--- config.mk ---
export PLATFORM = sky130hd
export DESIGN_NAME = io_controller_flat
export DESIGN_NICKNAME = d
export VERILOG_FILES = /design/src/rtl/io_controller_if.sv /design/src/rtl/io_controller.sv /design/src/flat_wrapper.sv
export SDC_FILE = /design/constraint.sdc
export NUM_CORES = 1
export LEC_CHECK = 0
export ABC_AREA = 1
export CORE_MARGIN = 5
export CORE_UTILIZATION = 52
export DETAILED_ROUTE_END_ITERATION = 8
export PLACE_DENSITY = 0.86
export SLEW_MARGIN = 25
export SYNTH_ARGS = -nofsm -noshare
export SYNTH_HDL_FRONTEND = slang
export SYNTH_SLANG_ARGS = --single-unit
--- constraint.sdc ---
create_clock -name clock -period 6 [get_ports clock]
set_input_delay 1.5 -clock clock [delete_from_list [all_inputs] [get_ports clock]]
set_output_delay 1.5 -clock clock [all_outputs]
set_load 0.01 [all_outputs]
--- src/rtl/io_controller_if.sv ---
// CPU-side bus of the I/O controller: command/write data in, captured input and stall out.
// The CPU drives the master side; the controller drives the slave side.
interface io_controller_if;
    logic [1:0]  control;
    logic [31:0] MemOut;
    logic [31:0] IData;
    logic        io_wait;

    modport master (output control, output MemOut, input IData, input io_wait);
    modport slave  (input control, input MemOut, output IData, output io_wait);
endinterface

--- src/rtl/io_controller.sv ---
// Memory-mapped I/O controller: LED/display write registers, debounced enter button and a
// blocking switch-input request. Optional macro IO_BLANK_LEADING_ZEROS_EN blanks leading zero digits.
module io_controller #(
    parameter int SW_WIDTH        = 16,
    parameter int LED_WIDTH       = 16,
    parameter int DIGITS          = 8,
    parameter int FLAG_WIDTH      = 5,
    parameter int DEBOUNCE_CYCLES = 16
) (
    input  logic                  clock,
    input  logic                  reset,
    io_controller_if.slave        bus,
    input  logic                  enter,
    input  logic [SW_WIDTH-1:0]   switches,
    input  logic [FLAG_WIDTH-1:0] flags,
    output logic [LED_WIDTH-1:0]  RedLEDs,
    output logic [FLAG_WIDTH-1:0] GreenLEDs,
    output logic [7*DIGITS-1:0]   SevenSegDisplays
);
    localparam int CNT_W = $clog2(DEBOUNCE_CYCLES + 1);
    localparam logic [CNT_W-1:0] CNT_LAST = CNT_W'(DEBOUNCE_CYCLES - 1);

    typedef enum logic [1:0] {IDLE, WAIT_PRESS, WAIT_RELEASE, DONE} state_t;

    state_t               state_reg, state_next;
    logic                 capture;
    logic [LED_WIDTH-1:0] led_reg;
    logic [31:0]          disp_reg;
    logic [31:0]          idata_reg;
    logic                 enter_s1_reg, enter_s2_reg, enter_db_reg;
    logic [CNT_W-1:0]     db_cnt_reg;
    logic [SW_WIDTH-1:0]  sw_s1_reg, sw_s2_reg;
    logic [31:0]          sw_ext;

    always_ff @(posedge clock or posedge reset) begin
        if (reset) begin
            enter_s1_reg <= 1'b0;
            enter_s2_reg <= 1'b0;
            sw_s1_reg    <= '0;
            sw_s2_reg    <= '0;
        end else begin
            enter_s1_reg <= enter;
            enter_s2_reg <= enter_s1_reg;
            sw_s1_reg    <= switches;
            sw_s2_reg    <= sw_s1_reg;
        end
    end

    // Accept a new button level only after DEBOUNCE_CYCLES consecutive differing samples.
    always_ff @(posedge clock or posedge reset) begin
        if (reset) begin
            enter_db_reg <= 1'b0;
            db_cnt_reg   <= '0;
        end else if (enter_s2_reg != enter_db_reg) begin
            if (db_cnt_reg == CNT_LAST) begin
                enter_db_reg <= enter_s2_reg;
                db_cnt_reg   <= '0;
            end else begin
                db_cnt_reg <= db_cnt_reg + 1'b1;
            end
        end else begin
            db_cnt_reg <= '0;
        end
    end

    always_ff @(posedge clock or posedge reset) begin
        if (reset) state_reg <= IDLE;
        else       state_reg <= state_next;
    end

    always_comb begin
        state_next = state_reg;
        capture    = 1'b0;
        case (state_reg)
            IDLE:         if (bus.control == 2'd3) state_next = WAIT_PRESS;
            WAIT_PRESS: begin
                if (bus.control != 2'd3) begin
                    state_next = IDLE;
                end else if (enter_db_reg) begin
                    capture    = 1'b1;
                    state_next = WAIT_RELEASE;
                end
            end
            WAIT_RELEASE: begin
                if (bus.control != 2'd3)  state_next = IDLE;
                else if (!enter_db_reg)   state_next = DONE;
            end
            default:      state_next = IDLE;
        endcase
    end

    always_comb begin
        sw_ext                 = '0;
        sw_ext[SW_WIDTH-1:0]   = sw_s2_reg;
    end

    // Register writes only land while idle; the CPU cannot issue them while stalled anyway.
    always_ff @(posedge clock or posedge reset) begin
        if (reset) begin
            led_reg   <= '0;
            disp_reg  <= '0;
            idata_reg <= '0;
        end else begin
            if (bus.control == 2'd1 && state_reg == IDLE) led_reg  <= bus.MemOut[LED_WIDTH-1:0];
            if (bus.control == 2'd2 && state_reg == IDLE) disp_reg <= bus.MemOut;
            if (capture) idata_reg <= sw_ext;
        end
    end

    assign RedLEDs     = led_reg;
    assign GreenLEDs   = flags;
    assign bus.IData   = idata_reg;
    // Reset gates the stall so a mid-request reset releases the CPU immediately.
    assign bus.io_wait = !reset && (bus.control == 2'd3) && (state_reg != DONE);

    function automatic logic [6:0] hex_to_seg(input logic [3:0] nib);
        case (nib)
            4'h0: hex_to_seg = 7'h40;
            4'h1: hex_to_seg = 7'h79;
            4'h2: hex_to_seg = 7'h24;
            4'h3: hex_to_seg = 7'h30;
            4'h4: hex_to_seg = 7'h19;
            4'h5: hex_to_seg = 7'h12;
            4'h6: hex_to_seg = 7'h02;
            4'h7: hex_to_seg = 7'h78;
            4'h8: hex_to_seg = 7'h00;
            4'h9: hex_to_seg = 7'h10;
            4'hA: hex_to_seg = 7'h08;
            4'hB: hex_to_seg = 7'h03;
            4'hC: hex_to_seg = 7'h46;
            4'hD: hex_to_seg = 7'h21;
            4'hE: hex_to_seg = 7'h06;
            default: hex_to_seg = 7'h0E;
        endcase
    endfunction

`ifdef IO_BLANK_LEADING_ZEROS_EN
    // upper_zero[i]: nibble i and every nibble above it are zero.
    logic [DIGITS:0] upper_zero;
    assign upper_zero[DIGITS] = 1'b1;
`endif

    generate
        for (genvar gi = 0; gi < DIGITS; gi++) begin : g_digit
            logic [3:0] nib;
            assign nib = disp_reg[4*gi +: 4];
`ifdef IO_BLANK_LEADING_ZEROS_EN
            assign upper_zero[gi] = (nib == 4'h0) && upper_zero[gi+1];
            assign SevenSegDisplays[7*gi +: 7] =
                (gi != 0 && upper_zero[gi]) ? 7'h7F : hex_to_seg(nib);
`else
            assign SevenSegDisplays[7*gi +: 7] = hex_to_seg(nib);
`endif
        end
    endgenerate
endmodule

--- src/flat_wrapper.sv ---
// flat-port wrapper written by rule: the top's interface ports become plain ports
module io_controller_flat 
#(
    parameter int SW_WIDTH        = 16,
    parameter int LED_WIDTH       = 16,
    parameter int DIGITS          = 8,
    parameter int FLAG_WIDTH      = 5,
    parameter int DEBOUNCE_CYCLES = 16
)
  (clock, reset, enter, switches, flags, RedLEDs, GreenLEDs, SevenSegDisplays, bus_control, bus_MemOut, bus_IData, bus_io_wait);
  io_controller_if bus_i ();
  input  logic clock;
  input  logic reset;
  input  logic enter;
  input  logic [SW_WIDTH-1:0] switches;
  input  logic [FLAG_WIDTH-1:0] flags;
  output logic [LED_WIDTH-1:0] RedLEDs;
  output logic [FLAG_WIDTH-1:0] GreenLEDs;
  output logic [7*DIGITS-1:0] SevenSegDisplays;
  input wire logic [$bits(bus_i.control)-1:0] bus_control;
  input wire logic [$bits(bus_i.MemOut)-1:0] bus_MemOut;
  output wire logic [$bits(bus_i.IData)-1:0] bus_IData;
  output wire logic [$bits(bus_i.io_wait)-1:0] bus_io_wait;
  assign bus_i.control = bus_control;
  assign bus_i.MemOut = bus_MemOut;
  assign bus_IData = bus_i.IData;
  assign bus_io_wait = bus_i.io_wait;
  io_controller #(.SW_WIDTH(SW_WIDTH), .LED_WIDTH(LED_WIDTH), .DIGITS(DIGITS), .FLAG_WIDTH(FLAG_WIDTH), .DEBOUNCE_CYCLES(DEBOUNCE_CYCLES)) u_core (.clock(clock), .reset(reset), .bus(bus_i), .enter(enter), .switches(switches), .flags(flags), .RedLEDs(RedLEDs), .GreenLEDs(GreenLEDs), .SevenSegDisplays(SevenSegDisplays));
endmodule
Word level (Yosys, flattened, before mapping). Memories as Yosys holds them, arrays and structs flattened. Cells that the tools add are included.

Add/sub/neg operators: 1. Multipliers: 0. Div/mod/pow operators: 0. $lt $le $gt $ge: 0. Eq/ne operators: 12. Shifts and indexed selects: 0. Mux-type cells: 11. Bitwise gates (word level): 0. Reductions and logical operators: 8.

Operator list (count): 2-bit two-way mux (5); 5-bit two-way mux (2); 2-bit == test, second input constant (3); 2-bit case mux with 3 select lines (1); 5-bit by 1-bit adder with 5-bit output, second input constant (1); 5-bit by 4-bit == test with 1-bit output, second input constant (1); 2-bit by 1-bit == test with 1-bit output, second input constant (2); 1-bit logical AND (4); 2-bit != test, second input constant (2); 1-bit two-way mux (3); 3-bit by 1-bit != test with 1-bit output, second input constant (1); 3-bit != test, second input constant (1); 3-bit AND reduction (1); 2-bit zero test (1); 2-bit by 1-bit != test with 1-bit output, second input constant (1); 2-bit AND reduction (1); 1-bit zero test (1); 1-bit != test (1).

Flip-flop bits (word level): 106. Latch bits: 0. RAM bits: 0. ROM bits: 896. Input bits: 58. Word-level logic and storage cells: 50. Memories kept: 8.

Memories: (no name shown) (depth 16, width 7, rd ports 1, clocked after memory_dff 0, wr ports 0, RTL line io_controller.sv:117) `case (nib)`; (no name shown) (depth 16, width 7, rd ports 1, clocked after memory_dff 0, wr ports 0, RTL line io_controller.sv:117); (no name shown) (depth 16, width 7, rd ports 1, clocked after memory_dff 0, wr ports 0, RTL line io_controller.sv:117); (no name shown) (depth 16, width 7, rd ports 1, clocked after memory_dff 0, wr ports 0, RTL line io_controller.sv:117); (no name shown) (depth 16, width 7, rd ports 1, clocked after memory_dff 0, wr ports 0, RTL line io_controller.sv:117); (no name shown) (depth 16, width 7, rd ports 1, clocked after memory_dff 0, wr ports 0, RTL line io_controller.sv:117); +2 memories.

Logic depth before layout (Yosys ltp). Gate-level depths: netlist (run 1).

Depth in word-level cells: 3. Mapped depth: 7. Mapped depth without buffers: 6.

Worst setup path after synthesis (run 1). No wires, ideal clock.

Kind: input to output. From: input bus_control[0]. To: output bus_io_wait. Data arrival time: 1.871 ns. Required time: 4.500 ns. Path slack: 2.629 ns. Stages on the path: 3. Buffers on the path: 0. Cells stage by stage: nand2_1 -> o21bai_1 -> nor2_1.

Cells in the longest elaborated chain, start to end: 3.

Ends and longest elaborated chain: start, declared (RTL line flat_wrapper.sv:20) `input wire logic [$bits(bus_i.control)-1:0] bus_control;`; 2-bit == test (RTL line io_controller.sv:114) `assign bus.io_wait = !reset && (bus.control == 2'd3) && (state_reg != DONE);`; 1-bit logical AND (2 in a row) (RTL line io_controller.sv:114); end, declared (RTL line flat_wrapper.sv:23) `output wire logic [$bits(bus_i.io_wait)-1:0] bus_io_wait;`.

No other way between the ends.

Final worst setup path (run 1). Ends and elaborated chain as after synthesis.

==> flow_summary_export.csv, run 1 <==
group,metric,value,unit
yosys,yosys.area.top_type,"dfrtp_1",
critical_path,r2r-start,"u_core.state_reg[0]",
placement,place_area,7226,um2
placement,dp_hpwl,9.768,mm
critical_path,reg2reg_depth,3,
worst_hold_path,holdCritPathClass,"reg2reg",
finish,antenna_cells,0,
floorplan,coreArea,10940,um2
yosys,yosysTopAreaCellShare,45.15,%
critical_path,regToRegEndpoint,"u_core.RedLEDs[1]",
run,max_cap_viol_count,0,
yosys,ys.warnings.count,0,
sta,final_max_slew_viol_count,0,
sta,totalNegativeSetupSlack,0,ns
clock_tree,h-tree-depth,3,
clock_tree,cts_sinks,106,
placement,place.gp.congestion,0.8930,
clock_tree,clk_pin_slew_worst_paths,0.07,ns
route,drc,0,
sta,hold_viol_final,0,
floorplan,core.rowCount,38,
power,powerDensity,277.1,nW/um2
finish,area_growth,27.77,%
sta,tightest_slew,0.9084,ns
floorplan,start_util,53.72,%
clock_tree,cts_buffer_depth,2,
critical_path,crit_fanout,4,
outcome,status,"finished, final reports clean",
sta,post-route-period-util,74.01,%
route,wl_per_cell,13.24,um
yosys,synth_cell_types,25,
yosys,avgSynthCellArea,8.025,um2
yosys,synth_area_leaders,"dfrtp_1 (45%), nand2_1 (18%), ha_1 (12%)",
route,viasPerCell,4.848,
sta,hold_ws,0.3493,ns
sta,setup_violations,0,
clock_tree,holdBufCountCts,0,
global_route,grt_pass1_vias,4831,
power,p_leak,0.003790,uW
yosys,ys_seq_area_share,45.15,%
global_route,grt_overflow,0,
finish,fin_area,7506,um2
sta,skew,0.004835,ns
yosys,synth_seq_cells,106,
global_route,grt_usage,20.69,%
global_route,antenna_found_initial,0,
critical_path,cp-start-kind,"primary input",
route,drt-initial-drc-count,326,
global_route,grt_max_degree,72,
finish,largest_reg_flops,32,
power,worst_ir_drop_vdd,0.1890,mV
critical_path,crit_type,"in2out",
route,drt_pass1_iterations,4,
sta,fmax,225.2,MHz
critical_path,cp.arrival,2.94,ns
route,vias,4833,
route,drt-total-wl,13.20,mm
sta,rsz0062_at_grt,"no",
critical_path,cp-endpoint,"bus_io_wait",
clock_tree,cts_tree,"yes",
critical_path,crit_path_end_kind,"output port",
sta,period_needed,4.441,ns
floorplan,ioPinCount,168,
finish,drive_above_1_share,3.034,%
critical_path,worst-r2r-setup-slack,3.95,ns
clock_tree,cts-buffers-inserted,9,
route,route.antenna.remaining_nets,0,
clock_tree,cts_root_buf,"clkbuf_16",
critical_path,setup.worst_path.start,"bus_control[0]",
finish,fin_nets,967,
critical_path,worstPathRequired,4.50,ns
placement,port_buffers,141,
global_route,grt_pass1_wl,22.45,mm
yosys,synth_cells,732,
floorplan,dieArea,13520,um2
clock_tree,post-cts-setup-buffer-count,0,
floorplan,dieWidth,116.3,um
clock_tree,clk_latency,0.34,ns
floorplan,die_y,116.3,um
yosys,synth_area,5874,um2
finish,postLayoutCoreUtil,68.64,%
clock_tree,post_cts_resize_count,0,
sta,slew_headroom,39.29,%
-- worst min-delay path by stage --
stage                               startpoint              endpoint  slack [ns]  cells after the start
after floorplan            u_core.enter_s1_reg   u_core.enter_s2_reg        0.33                      0
after global placement    u_core.sw_s1_reg[12]  u_core.sw_s2_reg[12]        0.33                      0
after detailed placement  u_core.sw_s1_reg[13]  u_core.sw_s2_reg[13]        0.33                      0
after CTS                 u_core.sw_s1_reg[13]  u_core.sw_s2_reg[13]        0.35                      0
after global routing      u_core.sw_s1_reg[13]  u_core.sw_s2_reg[13]        0.35                      0
final                     u_core.sw_s1_reg[13]  u_core.sw_s2_reg[13]        0.35                      0
-- routing by layer --
metal	track usage (%)	share of wire (%)
met5	0	0
met4	6.342	1.8
met1	25.92	42
met3	4.819	5.8
met2	35.62	50
-- Yosys cell counts (all sizes together) --
cell type / instances
nand2: 280
dfrtp: 106
o21ai: 89
inv: 71
ha: 57
buf: 38
nand3: 37
nor2: 26
clkbuf: 10
o211ai: 6
o21a: 5
nand4: 2
a21oi: 1
conb: 1
o21bai: 1
o22ai: 1
xnor2: 1
-- cell type report --
class | instances | area [um2]
clock buffer | 10 | 229.0
clock inverter | 6 | 51.30
fill | 890 | 3430
inverter | 71 | 269.0
multi-input combinational | 522 | 2710
sequential | 106 | 2653
tap | 140 | 175.2
timing repair buffer | 142 | 1419
-- worst max-delay path: stages --
cell and delay (ns):
clkdlybuf4s50_1 0.56, nand2_1 0.07, o21bai_1 0.18, nor2_1 0.10, clkdlybuf4s50_1 0.54
-- where the power goes --
group | switching [uW] | internal [uW]
combinational | 331 | 331
sequential | 84.4 | 776
clock | 270 | 288
total | 685 | 1400
-- cell usage in the layout (no fill, tap or decap), types with 4 or more instances in the layout --
cell type        instances
clkbuf_16                9
clkdlybuf4s50_1        141
conb_1                  16
dfrtp_1                106
ha_1                    57
inv_1                   69
nand2_1                279
nand3_1                 37
nor2_1                  23
o211ai_1                 6
o21a_1                   5
o21ai_0                 77
o21ai_1                  8
o21ai_2                  4
-- cells by family after synthesis --
| family | Yosys count | share of synthesized area, % |
|---|---|---|
| xor+xnor | 1 | 0.1491 |
| flops | 106 | 45.15 |
| fa+ha+maj | 57 | 12.14 |
| other cells | 1 | 0.06384 |
| buf+inv | 119 | 9.670 |
| simple gates | 345 | 23.26 |
| compound gates | 103 | 9.563 |
-- stage by stage --
| stage | instances | total power, uW | worst slack [ns] |
|---|---|---|---|
| after floorplan | 747 | 1220 | 1.711 |
| after global placement | 981 | 1522 | 1.556 |
| final | 997 | 2080 | 1.559 |
| after global routing | 997 | 2228 | 1.475 |
| after detailed placement | 981 | 1537 | 1.558 |
| after CTS | 997 | 2101 | 1.547 |
(Power assumes the default switching activity.)
==> run 2, diff against run 1 <==
Settings changed: CORE_UTILIZATION 52 to 48, PLACE_DENSITY 0.86 to 0.8.
Clock period 6 ns to 4.6 ns, I/O delays scaled along.
==> run 2 against run 1 <==
Compared with the run above:
- global-route usage shrank 2.7 points
- design area is 0.93% higher
- power is 34% higher
- clock skew is 0.0048 ns higher
- worst setup slack lost 0.77 ns
- utilization down 5.6 points
- routed wire length fell by 1.7%
- via count down 0.41%
- combinational power rose by 31%
- count of clock-buffer cells in the layout is the same
- die area grew 7.6%
- critical path type unchanged
- highest routed layer unchanged
==> flow_summary_export.csv, run 2 (synthesized netlist as in run 1, its figures left out) <==
group,metric,value,unit
outcome,status,"finished, final reports clean",
finish,layout_commonest_cell,"nand2_1",
global_route,grt_usage,18.03,%
run,max_cap_viol_count,0,
route,drc,0,
power,worst_ir_drop_vdd,0.1896,mV
sta,fmax,262.3,MHz
global_route,grt_max_degree,58,
critical_path,crit_fanout,4,
floorplan,dieArea,14550,um2
finish,fin_nets,968,
clock_tree,clk_latency,0.34,ns
clock_tree,cts-buffers-inserted,9,
route,drt-initial-drc-count,267,
placement,place.gp.congestion,0.8561,
worst_hold_path,worstHoldStart,"u_core.sw_s1_reg[1]",
finish,multi_input_area,2710,um2
global_route,antenna_found_initial,0,
route,viasPerCell,4.789,
clock_tree,cts_buffer_depth,2,
global_route,grt_pass1_wl,21.51,mm
sta,hold_viol_final,0,
route,drt_pass1_iterations,5,
finish,area.sequential,2653,um2
finish,final_cell_mix,"nand2_1 (279), clkdlybuf4s50_1 (141), dfrtp_1 (106)",
critical_path,worstPathRequired,3.45,ns
sta,totalNegativeSetupSlack,0,ns
critical_path,crit_type,"in2out",
critical_path,crit_path_end_kind,"output port",
route,vias,4813,
finish,fin_area,7576,um2
floorplan,dieWidth,120.6,um
clock_tree,cts_sinks,106,
sta,layout_setup_ws,0.7874,ns
worst_hold_path,holdCritPathClass,"reg2reg",
route,wl_per_cell,12.91,um
placement,port_buffers,141,
clock_tree,cts_tree,"yes",
global_route,grt_overflow,0,
sta,tightest_slew,0.9195,ns
placement,place_area,7254,um2
finish,postLayoutCoreUtil,63.07,%
floorplan,die_y,120.6,um
finish,largest_reg_flops,32,
route,drt-total-wl,12.98,mm
placement,place_ws,0.7877,ns
sta,period_needed,3.813,ns
sta,setup_violations,0,
critical_path,r2r-start,"u_core.state_reg[0]",
floorplan,core.rowCount,40,
clock_tree,holdBufCountCts,0,
global_route,grt_pass1_vias,4502,
clock_tree,post_cts_resize_count,0,
critical_path,cp.arrival,2.66,ns
floorplan,coreArea,12010,um2
finish,antenna_cells,0,
clock_tree,cts_root_buf,"clkbuf_16",
finish,fillCellCount,1033,
route,route.antenna.remaining_nets,0,
floorplan,ioPinCount,168,
power,powerDensity,368.7,nW/um2
sta,skew,0.009671,ns
clock_tree,post-cts-setup-buffer-count,0,
floorplan,start_util,48.91,%
critical_path,cp-start-kind,"primary input",
clock_tree,clk_pin_slew_worst_paths,0.07,ns
sta,rsz0062_at_grt,"no",
sta,slew_headroom,38.55,%
critical_path,setup.worst_path.start,"bus_control[0]",
finish,drive_above_1_share,3.263,%
placement,dp_hpwl,9.468,mm
sta,final_max_slew_viol_count,0,
clock_tree,h-tree-depth,3,
sta,post-route-period-util,82.88,%
power,p_leak,0.003821,uW
finish,area_growth,28.97,%
run 2: cell types whose count changed in the layout (fill, tap and decap cells not counted):
cell        before  now
clkinv_8         0    1
buf_12           0    1
inv_8            2    1
clkinv_2         1    0
clkbuf_1         1    0
bufinv_16        0    1
clkinvlp_4       2    1
clkbuf_8         0    1
inv_6            0    1
run 2: area by class of cell:
class | instances | share of cell area (%)
repair buffers | 143 | 18.99
multi-input cells | 522 | 35.77
clock buffers | 10 | 3.154
inverters | 71 | 3.551
flip-flops and latches | 106 | 35.01
clock inverters | 6 | 1.090
well taps | 147 | 2.428
run 2: report_power, final:
group / switching, uW / leakage (uW) / total [uW] / internal [uW]
Combinational: 430 / 0.00234 / 864 / 433
Clock: 360 / 0.000154 / 809 / 449
Sequential: 109 / 0.00132 / 1120 / 1010
Total: 899 / 0.00382 / 2790 / 1890
run 2: path summary, 6_finish.rpt:
path	endpoint	slack, ns	cells after the start
worst max-delay path	bus_io_wait	0.79	5
worst max register to register	u_core.RedLEDs[9]	2.55	3
min in group asynchronous	u_core.disp_reg[5]	1.29	2
worst min register to register	u_core.sw_s2_reg[1]	0.35	0
max in group asynchronous	u_core.disp_reg[30]	2.59	3
worst min-delay path	u_core.sw_s2_reg[1]	0.35	0
run 2: through the flow:
step / hold slack, ns / total power (uW) / cells
global route: 0.3565 / 2974 / 1005
global placement: 0.3314 / 1991 / 989
detailed placement: 0.3347 / 2004 / 989
floorplan: 0.3312 / 1592 / 747
CTS: 0.3474 / 2816 / 1005
finish: 0.3498 / 2793 / 1005
run 2: metal layers:
metal  GRT usage, %  vias up  share of wire, %
li1               -     2477                 -
met1          23.19     2210                44
met2          30.98      122                50
met3          4.630        4               6.2
met4          3.470        0              0.59
met5              0        -                 0
run 2: worst max-delay path: stages:
cell and delay, ns:
clkdlybuf4s50_1 0.56, nand2_1 0.07, o21bai_1 0.22, nor2_1 0.12, clkdlybuf4s50_1 0.54
==> run 3, diff against run 2 <==
Clock period 4.6 ns to 3.8 ns, I/O delays scaled along.
==> run 3 against run 2 <==
Compared with the run above:
- sequential power up 21%
- sequential share of layout area up 0.058 points
- utilization down 0.10 points
- critical path depth unchanged
- cell count unchanged
- first-iteration DRC count up 11%
- worst setup slack worse by 0.42 ns
- clock power up 14%
- sequential cell count unchanged
- die area unchanged
- routed wire length down 0.92%
- largest power group unchanged
- count of clock-buffer cells in the layout down 1
==> flow_summary_export.csv, run 3 (synthesized netlist as in run 1, its figures left out) <==
group,metric,value,unit
sta,layout_setup_ws,0.3700,ns
critical_path,crit_fanout,4,
critical_path,cp-start-kind,"primary input",
outcome,status,"finished, final reports clean",
clock_tree,cts_buffer_depth,2,
critical_path,crit_path_end_kind,"output port",
critical_path,r2r-start,"u_core.state_reg[0]",
sta,rsz0062_at_grt,"no",
power,total_power,3324,uW
finish,area.sequential,2653,um2
floorplan,die_y,120.6,um
clock_tree,h-tree-depth,3,
finish,largest_reg_flops,32,
sta,fmax,291.5,MHz
critical_path,reg2reg_depth,3,
clock_tree,cts_root_buf,"clkbuf_16",
sta,tightest_slew,0.8951,ns
sta,skew,0.01071,ns
placement,dp_hpwl,9.553,mm
finish,fillCellCount,1009,
floorplan,core.rowCount,40,
sta,final_max_slew_viol_count,0,
sta,period_needed,3.430,ns
route,vias,4819,
global_route,grt_pass1_vias,4569,
sta,slew_headroom,40.12,%
placement,place.gp.congestion,0.8576,
worst_hold_path,min_path_cells,0,
clock_tree,holdBufCountCts,0,
route,drt-total-wl,12.86,mm
finish,postLayoutCoreUtil,62.97,%
power,p_leak,0.003809,uW
finish,fin_nets,968,
clock_tree,cts_sinks,106,
floorplan,dieWidth,120.6,um
critical_path,crit_path_top_delay_cell,"clkdlybuf4s50_1",
worst_hold_path,holdCritPathClass,"reg2reg",
global_route,grt_max_degree,56,
global_route,grt_pass1_wl,21.71,mm
critical_path,cp_common_cell,"clkdlybuf4s50_1",
route,viasPerCell,4.795,
route,wl_per_cell,12.79,um
critical_path,worst-r2r-setup-slack,1.76,ns
critical_path,crit_chain,"clkdlybuf4s50_1 > nand2_1 > o21bai_1 > nor2_1 > clkdlybuf4s50_1",
clock_tree,cts-buffers-inserted,9,
global_route,grt_overflow,0,
floorplan,start_util,48.91,%
sta,setup_violations,0,
sta,post-route-period-util,90.26,%
finish,final_cells,1005,
worst_hold_path,worstHoldStart,"u_core.sw_s1_reg[2]",
critical_path,regToRegEndpoint,"u_core.disp_reg[7]",
worst_hold_path,hold_path_end,"u_core.sw_s2_reg[2]",
finish,layout_commonest_cell,"nand2_1",
critical_path,cp.arrival,2.48,ns
route,route.antenna.remaining_nets,0,
critical_path,crit_type,"in2out",
finish,final_cell_mix,"nand2_1 (279), clkdlybuf4s50_1 (141), dfrtp_1 (106)",
critical_path,critical_path.max_stage_delay,0.56,ns
power,worst_ir_drop_vdd,0.2402,mV
sta,hold_viol_final,0,
floorplan,dieArea,14550,um2
placement,place_ws,0.3792,ns
finish,antenna_cells,0,
clock_tree,clk_pin_slew_worst_paths,0.07,ns
run,max_cap_viol_count,0,
floorplan,ioPinCount,168,
global_route,antenna_found_initial,0,
sta,totalNegativeSetupSlack,0,ns
route,drc,0,
critical_path,worstPathRequired,2.85,ns
floorplan,coreArea,12010,um2
finish,multi_input_area,2710,um2
clock_tree,post-cts-setup-buffer-count,0,
power,powerDensity,439.5,nW/um2
route,drt_pass1_iterations,4,
route,drt-initial-drc-count,296,
clock_tree,cts_tree,"yes",
placement,port_buffers,141,
global_route,grt_usage,18.15,%
placement,dpl.cell_count,989,
clock_tree,clk_latency,0.34,ns
finish,drive_above_1_share,3.263,%
finish,area_growth,28.75,%
clock_tree,post_cts_resize_count,0,
## run 3: cell types whose count changed in the layout (fill, tap and decap cells not counted)
cell / delta
bufinv_16: -1
clkbuf_8: -1
clkinv_4: -1
clkinv_8: +2
clkinvlp_4: +1
## run 3: per-layer routing
layer | part of all wire, % | track usage (%)
met1 | 44 | 23.94
met2 | 49 | 30.35
met3 | 5.4 | 3.742
met4 | 1.4 | 5.170
met5 | 0 | 0
## run 3: report_power, final
| part | internal, uW | switching (uW) |
|---|---|---|
| sequential | 1220 | 133 |
| clock | 468 | 452 |
| combinational | 525 | 522 |
| total | 2220 | 1110 |
## run 3: cell type report
type / count / area share [%]
inverters: 71 / 3.557
clock buffers: 9 / 2.978
well taps: 147 / 2.432
clock inverters: 7 / 1.108
flip-flops and latches: 106 / 35.07
multi-input cells: 522 / 35.83
repair buffers: 143 / 19.02
## run 3: metrics by stage
stage | instance area (um2) | hold WS (ns)
2_1_floorplan | 5931 | 0.3312
3_3_place_gp | 7254 | 0.3321
3_5_place_dp | 7254 | 0.3347
4_1_cts | 7564 | 0.3512
5_1_grt | 7564 | 0.3566
6_report | 7564 | 0.3491
## run 3: worst max-delay path: cells and delay by family
family / cells / cell delay (ns)
and+or+nand+nor: 2 / 0.20
buffers and inverters: 2 / 1.10
AOI/OAI and AO/OA: 1 / 0.22
## run 3: worst max-delay path by stage
stage          slack [ns]                 to  cells after the start      startpoint
5_1_grt              0.26        bus_io_wait                      5  bus_control[0]
6_report             0.37        bus_io_wait                      5  bus_control[0]
3_5_place_dp         0.38        bus_io_wait                      5  bus_control[0]
3_3_place_gp         0.38        bus_io_wait                      5  bus_control[0]
4_1_cts              0.37        bus_io_wait                      5  bus_control[0]
2_1_floorplan        0.06  u_core.RedLEDs[0]                      1           reset
